File: src/rtl/rx_frame_assembler.sv
// Frame assembler for MIPI RX 48-bit pixel words: hunts for a sync word, collects
// DLEN payload bytes, validates an XOR trailer and presents good frames until acknowledged.
module rx_frame_assembler #(
  parameter int unsigned DLEN      = 6,
  parameter logic [47:0] SYNC_WORD = 48'h7E7E7E7E7E7E,
  parameter int unsigned TIMEOUT   = 1023
) (
  input  logic                rx_pixel_clk,
  input  logic                rst,
  input  logic                in_valid,
  input  logic [47:0]         in_data,
  output logic [DLEN*8-1:0]   out_data,
  output logic                out_valid,
  output logic                out_available,
  input  logic                out_ack,
  output logic                crc_err,
  output logic                timeout,
  output logic                overflow,
  output logic [15:0]         frame_count
);

  localparam int unsigned NW  = DLEN / 6;
  localparam int unsigned PW  = NW * 48;
  localparam int unsigned WCW = $clog2(NW + 1);
  localparam int unsigned ICW = $clog2(TIMEOUT + 1);

  if ((DLEN % 6) != 0 || DLEN < 6) begin : g_dlen_check
    $error("rx_frame_assembler: DLEN must be a multiple of 6 and at least 6");
  end

  if (TIMEOUT < 1) begin : g_timeout_check
    $error("rx_frame_assembler: TIMEOUT must be at least 1");
  end

  typedef enum logic [1:0] {
    HUNT,
    COLLECT,
    TRAILER
  } state_e;

  state_e           state_q, state_d;
  logic [WCW-1:0]   word_cnt;
  logic [ICW-1:0]   idle_cnt;
  logic [PW-1:0]    shreg;
  logic [PW-1:0]    shreg_shifted;
  logic [47:0]      acc;

  logic             start_frame;
  logic             shift_en;
  logic             trailer_seen;
  logic             idle_abort;
  logic             frame_good;
  logic             frame_bad;
  logic             frame_load;
  logic             frame_drop;

  // A one-word frame has nothing older to keep, so the shift degenerates to a load.
  if (NW == 1) begin : g_single_word
    assign shreg_shifted = in_data;
  end else begin : g_multi_word
    assign shreg_shifted = {shreg[PW-49:0], in_data};
  end

  // The TIMEOUT-th consecutive idle cycle inside a frame aborts it.
  assign idle_abort = (state_q != HUNT) && !in_valid &&
                      (idle_cnt == ICW'(TIMEOUT - 1));

  // NOTE: every signal driven here gets a default first so no path can infer a latch.
  always_comb begin
    state_d      = state_q;
    start_frame  = 1'b0;
    shift_en     = 1'b0;
    trailer_seen = 1'b0;

    case (state_q)
      HUNT: begin
        if (in_valid && in_data == SYNC_WORD) begin
          start_frame = 1'b1;
          state_d     = COLLECT;
        end
      end
      COLLECT: begin
        if (in_valid) begin
          shift_en = 1'b1;
          if (word_cnt == WCW'(NW - 1)) begin
            state_d = TRAILER;
          end
        end else if (idle_abort) begin
          state_d = HUNT;
        end
      end
      TRAILER: begin
        if (in_valid) begin
          trailer_seen = 1'b1;
          state_d      = HUNT;
        end else if (idle_abort) begin
          state_d = HUNT;
        end
      end
      default: state_d = HUNT;
    endcase
  end

  assign frame_good = trailer_seen && (in_data == acc);
  assign frame_bad  = trailer_seen && (in_data != acc);
  assign frame_load = frame_good && (!out_available || out_ack);
  assign frame_drop = frame_good && out_available && !out_ack;

  // NOTE: sequential state uses non-blocking assignments so every register samples pre-edge values.
  always_ff @(posedge rx_pixel_clk or posedge rst) begin
    if (rst) begin
      state_q <= HUNT;
    end else begin
      state_q <= state_d;
    end
  end

  // NOTE: the payload shift register and accumulator are reset too, keeping every output free of X after reset.
  always_ff @(posedge rx_pixel_clk or posedge rst) begin
    if (rst) begin
      word_cnt <= '0;
      shreg    <= '0;
      acc      <= '0;
    end else if (start_frame) begin
      word_cnt <= '0;
      shreg    <= '0;
      acc      <= '0;
    end else if (shift_en) begin
      word_cnt <= word_cnt + WCW'(1);
      shreg    <= shreg_shifted;
      acc      <= acc ^ in_data;
    end
  end

  // Idle counter only runs while a frame is open; any accepted word restarts it.
  always_ff @(posedge rx_pixel_clk or posedge rst) begin
    if (rst) begin
      idle_cnt <= '0;
    end else if (state_d == HUNT || in_valid) begin
      idle_cnt <= '0;
    end else if (idle_cnt != ICW'(TIMEOUT)) begin
      idle_cnt <= idle_cnt + ICW'(1);
    end
  end

  always_ff @(posedge rx_pixel_clk or posedge rst) begin
    if (rst) begin
      out_data      <= '0;
      out_valid     <= 1'b0;
      out_available <= 1'b0;
      crc_err       <= 1'b0;
      timeout       <= 1'b0;
      overflow      <= 1'b0;
      frame_count   <= '0;
    end else begin
      out_valid <= frame_load;
      crc_err   <= frame_bad;
      timeout   <= idle_abort;

      // A frame completing in the same cycle as an ack replaces the old one.
      if (frame_load) begin
        out_data      <= shreg;
        out_available <= 1'b1;
        frame_count   <= frame_count + 16'd1;
      end else if (out_ack) begin
        out_available <= 1'b0;
      end

      if (frame_drop) begin
        overflow <= 1'b1;
      end
    end
  end

endmodule

File: config.mk
export PLATFORM = sky130hd
export DESIGN_NAME = rx_frame_assembler
export DESIGN_NICKNAME = d
export VERILOG_FILES = /design/src/rtl/rx_frame_assembler.sv
export SDC_FILE = /design/constraint.sdc
export NUM_CORES = 1
export LEC_CHECK = 0
export CAP_MARGIN = 20
export CELL_PAD_IN_SITES_DETAIL_PLACEMENT = 0
export CELL_PAD_IN_SITES_GLOBAL_PLACEMENT = 1
export CORE_ASPECT_RATIO = 1.4
export CORE_MARGIN = 4
export CORE_UTILIZATION = 27
export DETAILED_ROUTE_END_ITERATION = 10
export PLACE_DENSITY = 0.58
export SLEW_MARGIN = 20
export SYNTH_ARGS = -nofsm -noshare
export SYNTH_HDL_FRONTEND = slang
export SYNTH_SLANG_ARGS = --single-unit
File: constraint.sdc
create_clock -name rx_pixel_clk -period 8.5 [get_ports rx_pixel_clk]
set_input_delay 1.7 -clock rx_pixel_clk [delete_from_list [all_inputs] [get_ports rx_pixel_clk]]
set_output_delay 1.7 -clock rx_pixel_clk [all_outputs]
set_load 0.03 [all_outputs]
Word level (Yosys, flattened, before mapping)
Cells that the tools add are included.
{"block": "totals", "register_bits": 178, "out_inout_bits": 69, "word_cells": 63, "inputBits": 52}
{"block": "op_classes", "add_sub_neg": 3, "muxes": 21, "bitwise_logic": 1, "eq_ne": 7, "reduce_logical": 19}
{"op": "48-bit 2-to-1 mux", "n": 4}
{"op": "48-bit by 47-bit equality test with 1-bit output, second input constant", "n": 1}
{"op": "48-bit equality test", "n": 1}
{"op": "48-bit inequality test", "n": 1}
{"op": "48-bit bitwise XOR", "n": 1}
{"op": "10-bit 2-to-1 mux", "n": 2}
{"op": "16-bit by 1-bit adder with 16-bit output, second input constant", "n": 1}
{"op": "10-bit by 1-bit adder with 10-bit output, second input constant", "n": 1}
{"op": "10-bit equality test, second input constant", "n": 1}
{"op": "2-bit 2-to-1 mux", "n": 5}
{"op": "10-bit inequality test, second input constant", "n": 1}
{"op": "1-bit 2-to-1 mux", "n": 9}
{"op": "1-bit logical AND", "n": 8}
{"op": "2-bit nonzero test", "n": 4}
{"op": "2-bit one-hot mux with 3 select lines", "n": 1}
{"op": "2-bit zero test", "n": 2}
{"op": "1-bit zero test", "n": 3}
{"op": "2-bit by 1-bit equality test with 1-bit output, second input constant", "n": 1}
{"op": "2-bit equality test, second input constant", "n": 1}
{"op": "1-bit logical OR", "n": 2}
{"op": "1-bit adder, second input constant", "n": 1}

Logic depth before layout (Yosys ltp)
Gate-level depths: netlist of the first run.
{"block": "logic_depth", "word_depth": 9, "ltp_mapped": 8, "depth_no_buf": 6}

Worst setup path before layout of the first run
OpenSTA, ideal clock, no wires.
{"block": "synth_path", "path_kind": "input-to-reg", "from": "input in_data[39]", "to": "register acc[0]", "setup_slack_ps": 5029, "t_arrival_ps": 3350, "path_stages": 7, "path_cell_list": "nor4bb_1 > nand4_1 > or3_1 > nor4_4 > buf_2 > buf_2 > nor2_1"}
{"block": "synth_via", "elab_chain_cells": 5, "word_cells_on_any_way": 6, "classes_between": "1 x eq/ne; 3 x mux; 2 x reduce/logical"}
{"element": "start, declared", "line": "11", "text": "input logic [47:0] in_data,"}
{"element": "48-bit by 47-bit equality test with 1-bit output (*)", "line": "77", "text": "if (in_valid && in_data == SYNC_WORD) begin"}
{"element": "1-bit logical AND (*)", "line": "77"}
{"element": "1-bit 2-to-1 mux (*)", "line": "77"}
{"element": "1-bit 2-to-1 mux (*)", "line": "75", "text": "case (state_q)"}
{"element": "48-bit 2-to-1 mux / 2-bit nonzero test (equally long branches)"}
{"element": "end signal, assigned", "line": "131", "text": "acc <= acc ^ in_data;"}
{"element": "end, declared", "line": "46", "text": "logic [47:0] acc;"}
Mark *: on every way between the ends. The rest lies on a longest branch, timed or not.
A chain may end at the register's enable or synchronous reset.

Final worst setup path of the first run
{"block": "layout_path", "from": "input in_data[3]", "to": "register shreg[36]"}
{"block": "layout_via", "elab_chain_cells": 5, "word_cells_on_any_way": 6, "classes_between": "1 x eq/ne; 3 x mux; 2 x reduce/logical"}
{"element": "48-bit by 47-bit equality test with 1-bit output (*)", "line": "77"}
{"element": "1-bit logical AND (*)", "line": "77"}
{"element": "1-bit 2-to-1 mux (*)", "line": "77"}
{"element": "1-bit 2-to-1 mux (*)", "line": "75"}
{"element": "48-bit 2-to-1 mux / 2-bit nonzero test (equally long branches)"}
{"element": "end signal, assigned", "line": "130", "text": "shreg <= shreg_shifted;"}
{"element": "end, declared", "line": "44", "text": "logic [PW-1:0] shreg;"}
Marks and branches as above.

==> results.md, run 1 <==
- Status: completed
- CTS Buffer Depth: 2
- Num Clock Sinks: 178
- Post-Syn Instances: 709
- Layout cells sized above 1: 0.109
- Switching power total: 397 µW
- Post-DP HPWL: 15.4 mm
- Count leader, synth: dfrtp_1
- Synth Warn #: 0
- Worst EP required: 8.76 ns
- Worst Path Buf+Inv: 2
- IO buf count: 120
- Int Power: 1.34 mW
- Die H: 209 µm
- Hold EP: overflow
- Clock network fraction of design power: 0.469
- Layout fillers: 2,972
- Crit-path max FO: 79
- Final Util: 0.353
- Reg2reg start: acc[13]
- Cell Area, Synth: 0.00781 mm²
- CP peak stage delay: 0.73 ns
- Total Negative Setup Slacks: 0 ns
- Logic pwr share: 0.043
- Mean Syn Cell Area: 11.0 µm²
- Slew headroom: 0.406
- Core area: 0.0285 mm²
- Final ANT Viol Nets: 0
- Synth Net Count: 764
- Sequential share of power: 0.488
- Post-synth top cells: dfrtp_1, nand2_1, xor2_1
- Yosys top cell by area: dfrtp_1
- Final worst-path cycle share: 0.466
- Clock transition at path regs: 0.07 ns
- Clock Skews: 0.0127 ns
- Hold depth: 2
- Area of the multi-input gates: 0.00322 mm²
- Ports: 121
- Ys async rst share: 1.00
- CTS Buf Count: 17
- Starting Density: 0.274
- Max rail drop VDD: 0.135 mV
- Sequential share of the synthesized area: 0.570
- CTS root buf: clkbuf_16
- FF-to-FF path depth: 6
- Initial DRC count: 327
- Layout area overhead: 28.7%
- Final Hold Vio Count: 0
- Fmax: 252 MHz
- Top cell type's share of synthesized area: 0.570
- Hold Crit Class: reg -> reg
- # DRC: 0
- EDFF count, synth: 0
- Largest net degree at the start of global routing: 80
- Max-slew violations: 0
- Post-DR vias/cell: 4.59
- Worst Setup End Kind: register
- CP Launch Type: input port
- GP Congestion: 0.836
- Arr. time, crit path: 4.22 ns
- H-tree levels: 4
- Critical path type: in -> reg
- Critical Path Slowest Stage Cell: buf_4
- Cts repair resizes: 0
- Setup bufs post-CTS: 0
- CTS tree: built
- Register area: 0.00445 mm²
- Final setup violation count: 0
- Vias in the first global route: 5,846
- First-pass GRT wire length: 33.9 mm
- Die ar.: 0.0318 mm²
- Initial antenna violation count: 2
- PD cells: 172 mW/mm²
- FF-to-FF setup slack: 6.05 ns
- Gr usage total: 0.141
- Library cells used by synthesis: 38
- Die X: 152 µm
- WL final: 21.8 mm
- CTS Hold Buffers Added: 0
- Total gr overflow: 0
- Clock latency on the worst-skew pair: 0.44 ns
- Worst Max-Slew Pin Slew: 0.891 ns
- Crit path time final: 3.96 ns
- LEAKAGE: 4.68 nW
- Top FF cell, synth: dfrtp_1
- RSZ-0062 raised after global routing: no
- Crit-path cells: clkdlybuf4s50_1 -> nand4b_1 -> or4_1 -> nor4_4 -> buf_4 -> a21oi_1
- Delay-heaviest family, CP: buffers and inverters
- Vias: 5,581
- N_diodes: 0
- Pre-antenna DRT Iters: 4
- Routed wire per std cell: 17.9 µm
- Area contributors post-synth: dfrtp_1, xor2_1, mux2_2
- Switching Share: 0.229
- Max_cap viols: 0
- Worst Hold Launch: overflow
- #FFs+latches synth: 178
- Rows: 73
- End of the worst register-to-register path: frame_count[6]
- Nets: 884
## layout by cell type, fill, tap and decap left out, types with 5 or more instances in the layout
cell | Yosys | final
nor4_1 | 30 | 30
buf_4 | 0 | 8
dfrtp_1 | 178 | 178
xnor2_1 | 12 | 12
clkdlybuf4s50_1 | 0 | 120
nand4b_1 | 5 | 5
nand4_1 | 15 | 15
and4_1 | 5 | 5
mux2_2 | 49 | 49
a21oi_1 | 48 | 48
inv_6 | 0 | 5
nor2_1 | 65 | 65
nand3_1 | 11 | 11
xor2_1 | 106 | 106
nand2_1 | 109 | 109
and3_1 | 6 | 6
clkbuf_16 | 0 | 17
inv_1 | 9 | 8
## power groups by stage
stage	sequential [mW]	combinational, mW	clock [mW]
2_1_floorplan	0.863	0.0262	0
3_3_place_gp	0.863	0.0778	0
3_5_place_dp	0.863	0.0775	0
4_1_cts	0.846	0.0777	0.842
5_1_grt	0.846	0.0831	0.875
6_report	0.847	0.0752	0.813
## layout make-up
| cell class | count | share of cell area |
|---|---|---|
| Sequential cell | 178 | 0.443 |
| Multi-Input combinational cell | 495 | 0.320 |
| Timing Repair Buffer | 128 | 0.125 |
| Tap cell | 375 | 0.0467 |
| Clock buffer | 20 | 0.0464 |
| Clock inverter | 12 | 0.0143 |
| Inverter | 9 | 0.00386 |
## worst max-delay path by stage
stage	start	endpoint	cells after the start	slack [ns]
2_1_floorplan	rst	acc[0]	1	1.97
5_1_grt	in_data[41]	acc[18]	7	4.41
4_1_cts	in_data[41]	acc[30]	7	4.55
3_5_place_dp	in_data[41]	acc[30]	7	4.09
3_3_place_gp	in_data[0]	acc[41]	6	4.11
6_report	in_data[3]	shreg[36]	6	4.54
## routing by layer
metal	vias to the layer above	wire length, µm	track usage
met4	4	577	0.0598
met5	-	22	0
met3	34	1040	0.0313
li1	2652	-	-
met1	2764	9550	0.185
met2	127	10600	0.223
## stage by stage
stage	total power [mW]	instance area (µm²)	setup WS, ns	std cells	hold slack, ns
CTS	1.77	10100	4.55	1217	0.483
floorplan	0.889	7810	1.97	709	0.471
detailed placement	0.940	9450	4.09	1185	0.467
global route	1.80	10100	4.41	1217	0.519
finish	1.73	10100	4.54	1217	0.482
global placement	0.941	9450	4.11	1185	0.460
## cells by family after synthesis
logic type	after synthesis	synth area share
buffers and inverters	36	0.0186
DFF	178	0.570
and+or+nand+nor	265	0.162
muxes	50	0.0719
AOI/OAI and AO/OA	59	0.0404
xor gates and xnor gates	118	0.132
adders and majority gates	3	0.00480
## registers in the layout, summed over array words and instances (netlist names), 2 cells and up
register     count
acc             48
out_data        48
state_q          2
frame_count     16
idle_cnt        10
shreg           48
## worst reg2reg max path: stages (launching register included)
cell and delay (ns):
dfrtp_1 0.41, xor2_1 0.21, nor4_1 0.33, and4_1 0.33, nand4_1 0.41, or3_1 0.52
xnor2_1 0.13
Note: power is estimated with default switching activity, not from simulation.
==> run 2: changes to the inputs <==
--- a/config.mk
+++ b/config.mk
@@ -12,7 +12,7 @@
 export CORE_MARGIN = 4
 export CORE_UTILIZATION = 27
 export DETAILED_ROUTE_END_ITERATION = 10
-export PLACE_DENSITY = 0.58
+export PLACE_DENSITY = 0.6
 export SLEW_MARGIN = 20
 export SYNTH_ARGS = -nofsm -noshare
 export SYNTH_HDL_FRONTEND = slang
==> constraint.sdc (replaced) <==
create_clock -name rx_pixel_clk -period 3.25 [get_ports rx_pixel_clk]
set_input_delay 0.65 -clock rx_pixel_clk [delete_from_list [all_inputs] [get_ports rx_pixel_clk]]
set_output_delay 0.65 -clock rx_pixel_clk [all_outputs]
set_load 0.03 [all_outputs]
==> run 2 against run 1 <==
Effect of this change: clock power rose to 2.6 times the previous value; first-iteration DRC count up 13%; critical path depth up 1; routed wire length up 1.8%; sequential power rose to 2.6 times the previous value; register-to-register slack worse by 5.2 ns; setup slack worse by 4.0 ns; utilization up 0.77 points; count of clock-buffer cells in the layout down 2; global-route usage up 0.30 points; cell count up 1.5%; hold slack worse by 0.011 ns; critical endpoint is now out_data[35]; largest cell class unchanged; largest power group unchanged; highest routed layer is now met4.
==> results.md, run 2 (synthesized netlist as in run 1, its figures left out) <==
- Crit-path max FO: 14 (was 79)
- CTS Hold Buffers Added: 0 (unchanged)
- CTS Buffer Depth: 2 (unchanged)
- LEAKAGE: 4.79 nW (was 4.68 nW)
- Hold Crit Class: reg -> reg (unchanged)
- Crit path time final: 2.71 ns
- DR top layer: met4 (was met5)
- CP Capture Point: out_data[35] (was shreg[36])
- H-tree levels: 4 (unchanged)
- Layout cells sized above 1: 0.127 (was 0.109)
- Initial DRC count: 369 (was 327)
- Clock Skews: 0.0114 ns (was 0.0127 ns)
- Largest net degree at the start of global routing: 46 (was 80)
- Cells after DPL: 1,203 (was 1,185)
- # DRC: 0 (unchanged)
- First-pass GRT wire length: 34.5 mm (was 33.9 mm)
- M1 WL: 9.72 mm (was 9.55 mm)
- PnR worst setup slack: 0.543 ns (was 4.54 ns)
- Rows: 73 (unchanged)
- Post-DP HPWL: 16.4 mm (was 15.4 mm)
- RSZ-0062 raised after global routing: no (unchanged)
- Max-slew violations: 0 (unchanged)
- Setup bufs post-CTS: 0 (unchanged)
- Delay-heaviest family, CP: simple AND/OR/NAND/NOR gates (was buffers and inverters)
- Worst Path Buf+Inv: 2 (unchanged)
- Total Negative Setup Slacks: 0 ns (unchanged)
- CTS tree: built (unchanged)
- Final Hold Vio Count: 0 (unchanged)
- Max rail drop VDD: 0.348 mV (was 0.135 mV)
- Ports: 121 (unchanged)
- WL final: 22.2 mm (was 21.8 mm)
- Area after DPL: 0.00968 mm² (was 0.00945 mm²)
- PD cells: 443 mW/mm² (was 172 mW/mm²)
- Vias: 5,629 (was 5,581)
- Vias in the first global route: 5,854 (was 5,846)
- CP Launch Type: input port (unchanged)
- Cts repair resizes: 0 (unchanged)
- Top flop regs: acc (48), out_data (48), shreg (48) (unchanged)
- Clock transition at path regs: 0.07 ns (about the same)
- CTS root buf: clkbuf_16 (unchanged)
- Met3 routed WL: 961 µm (was 1.04 mm)
- Arr. time, crit path: 3.03 ns (was 4.22 ns)
- Layout area overhead: 31.5% (was 28.7%)
- Layout Cells excl Fill: 1,235 (was 1,217)
- Slew headroom: 0.424 (was 0.406)
- Most frequent cells in the layout: dfrtp_1, clkdlybuf4s50_1, nand2_1 (unchanged)
- Clock latency on the worst-skew pair: 0.44 ns (about the same)
- Worst EP required: 3.57 ns (was 8.76 ns)
- FF-to-FF path depth: 6 (unchanged)
- Status: completed (unchanged)
- Worst Hold Launch: frame_count[15] (was overflow)
- Worst Setup End Kind: register (unchanged)
- Worst Max-Slew Pin Slew: 0.864 ns (was 0.891 ns)
- Die H: 209 µm (unchanged)
- Gr usage total: 0.144 (was 0.141)
- Total gr overflow: 0 (unchanged)
- FF-to-FF setup slack: 0.84 ns (was 6.05 ns)
- Fin area: 0.0103 mm² (was 0.0101 mm²)
- Routed wire per std cell: 17.9 µm (about the same)
- Initial antenna violation count: 0 (was 2)
- Die X: 152 µm (unchanged)
- Crit-path cells: clkdlybuf4s50_1 -> xor2_1 -> nor4_1 -> nand4_1 -> nor4_4 -> buf_4 -> mux2_2 (was clkdlybuf4s50_1 -> nand4b_1 -> or4_1 -> nor4_4 -> buf_4 -> a21oi_1)
- CTS Buf Count: 17 (unchanged)
- Critical Path Slowest Stage Cell: clkdlybuf4s50_1 (was buf_4)
- End of the worst register-to-register path: out_data[35] (was frame_count[6])
- Final worst-path cycle share: 0.833
- Commonest non-fill, non-tap cell in the layout: dfrtp_1 (unchanged)
- Pre-CTS WS: 0.124 ns (was 4.09 ns)
- Post-DR vias/cell: 4.56 (was 4.59)
- Final setup violation count: 0 (unchanged)
- Fmax: 369 MHz
- Num Clock Sinks: 178 (unchanged)
- Met2 WL post-DR: 11.0 mm (was 10.6 mm)
- Die ar.: 0.0318 mm² (unchanged)
- Reg2reg start: acc[39] (was acc[13])
- Max_cap viols: 0 (unchanged)
- Layout fillers: 2,869 (was 2,972)
- Starting Density: 0.274 (unchanged)
- IO buf count: 120 (unchanged)
- Nets: 902 (was 884)
- N_diodes: 0 (unchanged)
- GP Congestion: 0.861 (was 0.836)
- Critical path type: in -> reg (unchanged)
- Levels on crit path: 7 (was 6)
- Critical Path Start: in_data[39] (was in_data[3])
- Pre-antenna DRT Iters: 4 (unchanged)
- Final Util: 0.361 (was 0.353)
- Core area: 0.0285 mm² (unchanged)
- CP peak stage delay: 0.46 ns (was 0.73 ns)
- Final ANT Viol Nets: 0 (unchanged)
==> run 2: changes by cell type in the layout (fill, tap and decap cells not counted), sizes merged <==
cell	change
buf	+18
clkbuf	-2
clkinv	-1
inv	+3
==> run 2: power breakdown <==
group	total (mW)	switching, mW	internal (mW)	leakage [nW]
Clock	2.12	0.963	1.16	0.287
Sequential	2.21	0	2.21	2.47
Combinational	0.219	0.126	0.0930	2.03
Total	4.56	1.09	3.47	4.79
==> run 2: metal layers <==
layer,vias to the layer above,track usage
met2,125,0.237
met5,-,0
met1,2781,0.190
met4,0,0.0437
li1,2689,-
met3,34,0.0307
==> run 2: how the worst min path moves through the flow <==
| stage | end | cells past startpoint |
|---|---|---|
| global placement | frame_count[15] | 1 |
| CTS | frame_count[15] | 1 |
| detailed placement | frame_count[15] | 1 |
| floorplan | idle_cnt[8] | 1 |
| finish | frame_count[15] | 1 |
| global route | frame_count[15] | 1 |
==> run 2: stage by stage <==
step | hold WS [ns] | power, mW
global placement | 0.457 | 2.48
global route | 0.476 | 4.72
CTS | 0.473 | 4.62
finish | 0.471 | 4.56
detailed placement | 0.464 | 2.48
floorplan | 0.471 | 2.33
==> run 2: final cells by class <==
type | instances | area, µm² | share of cell area
inverter | 9 | 37.5 | 0.00365
timing repair buffer | 146 | 1500 | 0.146
tap | 375 | 469 | 0.0457
clock buffer | 18 | 429 | 0.0418
clock inverter | 14 | 168 | 0.0163
multi-input combinational | 495 | 3220 | 0.314
sequential | 178 | 4450 | 0.433
==> run 2: worst reg2reg max path, delay by kind of cell, from the launching register on <==
kind | cells | cell delay [ns]
buffers and inverters | 1 | 0.31
xor gates and xnor gates | 1 | 0.21
and+or+nand+nor | 3 | 1.00
muxes | 1 | 0.37
DFF | 1 | 0.41
==> run 3: changes to the inputs <==
--- a/config.mk
+++ b/config.mk
@@ -12,7 +12,7 @@
 export CORE_MARGIN = 4
 export CORE_UTILIZATION = 27
 export DETAILED_ROUTE_END_ITERATION = 10
-export PLACE_DENSITY = 0.6
+export PLACE_DENSITY = 0.58
 export SLEW_MARGIN = 20
 export SYNTH_ARGS = -nofsm -noshare
 export SYNTH_HDL_FRONTEND = slang
==> constraint.sdc (replaced) <==
create_clock -name rx_pixel_clk -period 2.6 [get_ports rx_pixel_clk]
set_input_delay 0.52 -clock rx_pixel_clk [delete_from_list [all_inputs] [get_ports rx_pixel_clk]]
set_output_delay 0.52 -clock rx_pixel_clk [all_outputs]
set_load 0.03 [all_outputs]
==> run 3 against run 2 <==
Effect of this change: global-route usage down 0.39 points; largest power group unchanged; utilization up 0.84 points; largest cell class unchanged; critical path type unchanged; clock power up 24%; design area up 2.3%.
==> results.md, run 3 (synthesized netlist as in run 1, its figures left out) <==
- End of the worst register-to-register path: out_data[24] (was out_data[35])
- Clock latency on the worst-skew pair: 0.44 ns (about the same)
- Routed wire per std cell: 17.2 µm (was 17.9 µm)
- Hold Crit Class: in -> async (was reg -> reg)
- Register area: 0.00445 mm² (unchanged)
- Die X: 152 µm (unchanged)
- Top flop regs: acc (48), out_data (48), shreg (48) (unchanged)
- Clock Skews: 0.0165 ns (was 0.0114 ns)
- Critical Path Slowest Stage Cell: clkdlybuf4s50_1 (unchanged)
- CTS Hold Buffers Added: 0 (unchanged)
- Max-slew violations: 0 (unchanged)
- WL final: 21.7 mm (was 22.2 mm)
- Max_cap viols: 0 (unchanged)
- LEAKAGE: 4.93 nW (was 4.79 nW)
- Levels on crit path: 8 (was 7)
- Vias: 5,657 (was 5,629)
- RSZ-0062 raised after global routing: no (unchanged)
- Final worst-path cycle share: 0.959
- Clock transition at path regs: 0.08 ns (was 0.07 ns)
- Area of the multi-input gates: 0.00322 mm² (unchanged)
- Slew headroom: 0.633 (was 0.424)
- Layout area overhead: 34.6% (was 31.5%)
- CTS root buf: clkbuf_16 (unchanged)
- Final Hold Vio Count: 0 (unchanged)
- Layout fillers: 2,913 (was 2,869)
- Design Power: 5.68 mW (was 4.56 mW)
- Num Clock Sinks: 178 (unchanged)
- Ports: 121 (unchanged)
- Commonest non-fill, non-tap cell in the layout: dfrtp_1 (unchanged)
- Worst Max-Slew Pin Slew: 0.546 ns (was 0.864 ns)
- Worst EP required: 2.91 ns (was 3.57 ns)
- Final ANT Viol Nets: 0 (unchanged)
- Delay-heaviest family, CP: simple AND/OR/NAND/NOR gates (unchanged)
- Post-DR vias/cell: 4.47 (was 4.56)
- Max rail drop VDD: 0.435 mV (was 0.348 mV)
- Gr usage total: 0.140 (was 0.144)
- Core area: 0.0285 mm² (unchanged)
- GP Congestion: 0.836 (was 0.861)
- Critical Path Start: in_data[35] (was in_data[39])
- Pre-antenna DRT Iters: 4 (unchanged)
- Critical path type: in -> reg (unchanged)
- Arr. time, crit path: 2.81 ns (was 3.03 ns)
- Worst Path Buf+Inv: 3 (was 2)
- CTS tree: built (unchanged)
- Nets: 933 (was 902)
- Starting Density: 0.274 (unchanged)
- CP Capture Point: out_data[24] (was out_data[35])
- Final setup violation count: 0 (unchanged)
- FF-to-FF setup slack: 0.25 ns (was 0.84 ns)
- CTS Buf Count: 17 (unchanged)
- H-tree levels: 4 (unchanged)
- CP Launch Type: input port (unchanged)
- Layout cells sized above 1: 0.158 (was 0.127)
- PD cells: 540 mW/mm² (was 443 mW/mm²)
- Rows: 73 (unchanged)
- Status: completed (unchanged)
- N_diodes: 0 (unchanged)
- Reg2reg start: acc[30] (was acc[39])
- Fmax: 401 MHz
- # DRC: 0 (unchanged)
- Fin area: 0.0105 mm² (was 0.0103 mm²)
- CTS Buffer Depth: 2 (unchanged)
- Largest net degree at the start of global routing: 64 (was 46)
- Crit-path cells: clkdlybuf4s50_1 -> xor2_1 -> nor4_1 -> nand4_1 -> nor4_4 -> buf_4 -> buf_12 -> mux2_2 (was clkdlybuf4s50_1 -> xor2_1 -> nor4_1 -> nand4_1 -> nor4_4 -> buf_4 -> mux2_2)
- FF-to-FF path depth: 7 (was 6)
- Most frequent cells in the layout: dfrtp_1, clkdlybuf4s50_1, nand2_1 (unchanged)
- Worst Setup End Kind: register (unchanged)
- Initial DRC count: 312 (was 369)
- Die H: 209 µm (unchanged)
- Area after DPL: 0.00991 mm² (was 0.00968 mm²)
- CP peak stage delay: 0.47 ns (was 0.46 ns)
- Crit path time final: 2.49 ns
- Die ar.: 0.0318 mm² (unchanged)
- Initial antenna violation count: 0 (unchanged)
- First-pass GRT wire length: 33.8 mm (was 34.5 mm)
- Total gr overflow: 0 (unchanged)
- Post-DP HPWL: 16.3 mm (was 16.4 mm)
- Final Util: 0.369 (was 0.361)
- Vias in the first global route: 5,861 (was 5,854)
- Crit-path max FO: 17 (was 14)
- IO buf count: 120 (unchanged)
==> run 3: changes by cell type in the layout (fill, tap and decap cells not counted), moves of 2 or more <==
cell and change:
buf_4 +30, clkinvlp_4 +2, inv_8 -2, clkbuf_8 +2
==> run 3: worst min-delay path by stage <==
| stage | endpoint | cells past startpoint | slack [ns] |
|---|---|---|---|
| detailed placement | overflow | 2 | 0.47 |
| finish | idle_cnt[5] | 2 | 0.42 |
| floorplan | idle_cnt[8] | 1 | 0.47 |
| global route | idle_cnt[5] | 2 | 0.44 |
| CTS | idle_cnt[5] | 2 | 0.42 |
| global placement | overflow | 2 | 0.46 |
==> run 3: area by class of cell <==
cell class,instances,share of cell area
Tap cell,375,0.0446
Inverter,9,0.00357
Clock buffer,19,0.0431
Clock inverter,13,0.0140
Sequential cell,178,0.424
Multi-Input combinational cell,495,0.306
Timing Repair Buffer,177,0.165
==> run 3: report_power, final <==
group,switching [mW],internal [mW]
logic,0.159,0.128
clock network,1.14,1.48
registers,0,2.77
total,1.30,4.38
==> run 3: per-stage QoR <==
stage	hold slack, ns	TNS (ns)	cells	setup WS, ns
global route	0.443	0	1266	0.00567
CTS	0.420	0	1265	0.0496
finish	0.419	0	1266	0.107
global placement	0.458	-58.11	1233	-0.421
detailed placement	0.467	-55.25	1233	-0.427
floorplan	0.471	-35.71	709	-0.201
==> run 3: repair_timing <==
item	CTS	global route
buffers inserted	0	1
endpoints found under the setup margin	0	39
resized for setup	0	1
==> run 3: routing by layer <==
| layer | GRT usage | vias up | part of all wire |
|---|---|---|---|
| li1 | - | 2735 | - |
| met1 | 0.183 | 2783 | 0.44 |
| met2 | 0.234 | 118 | 0.51 |
| met3 | 0.0296 | 21 | 0.045 |
| met4 | 0.0378 | 0 | 0.015 |
| met5 | 0 | - | 0 |
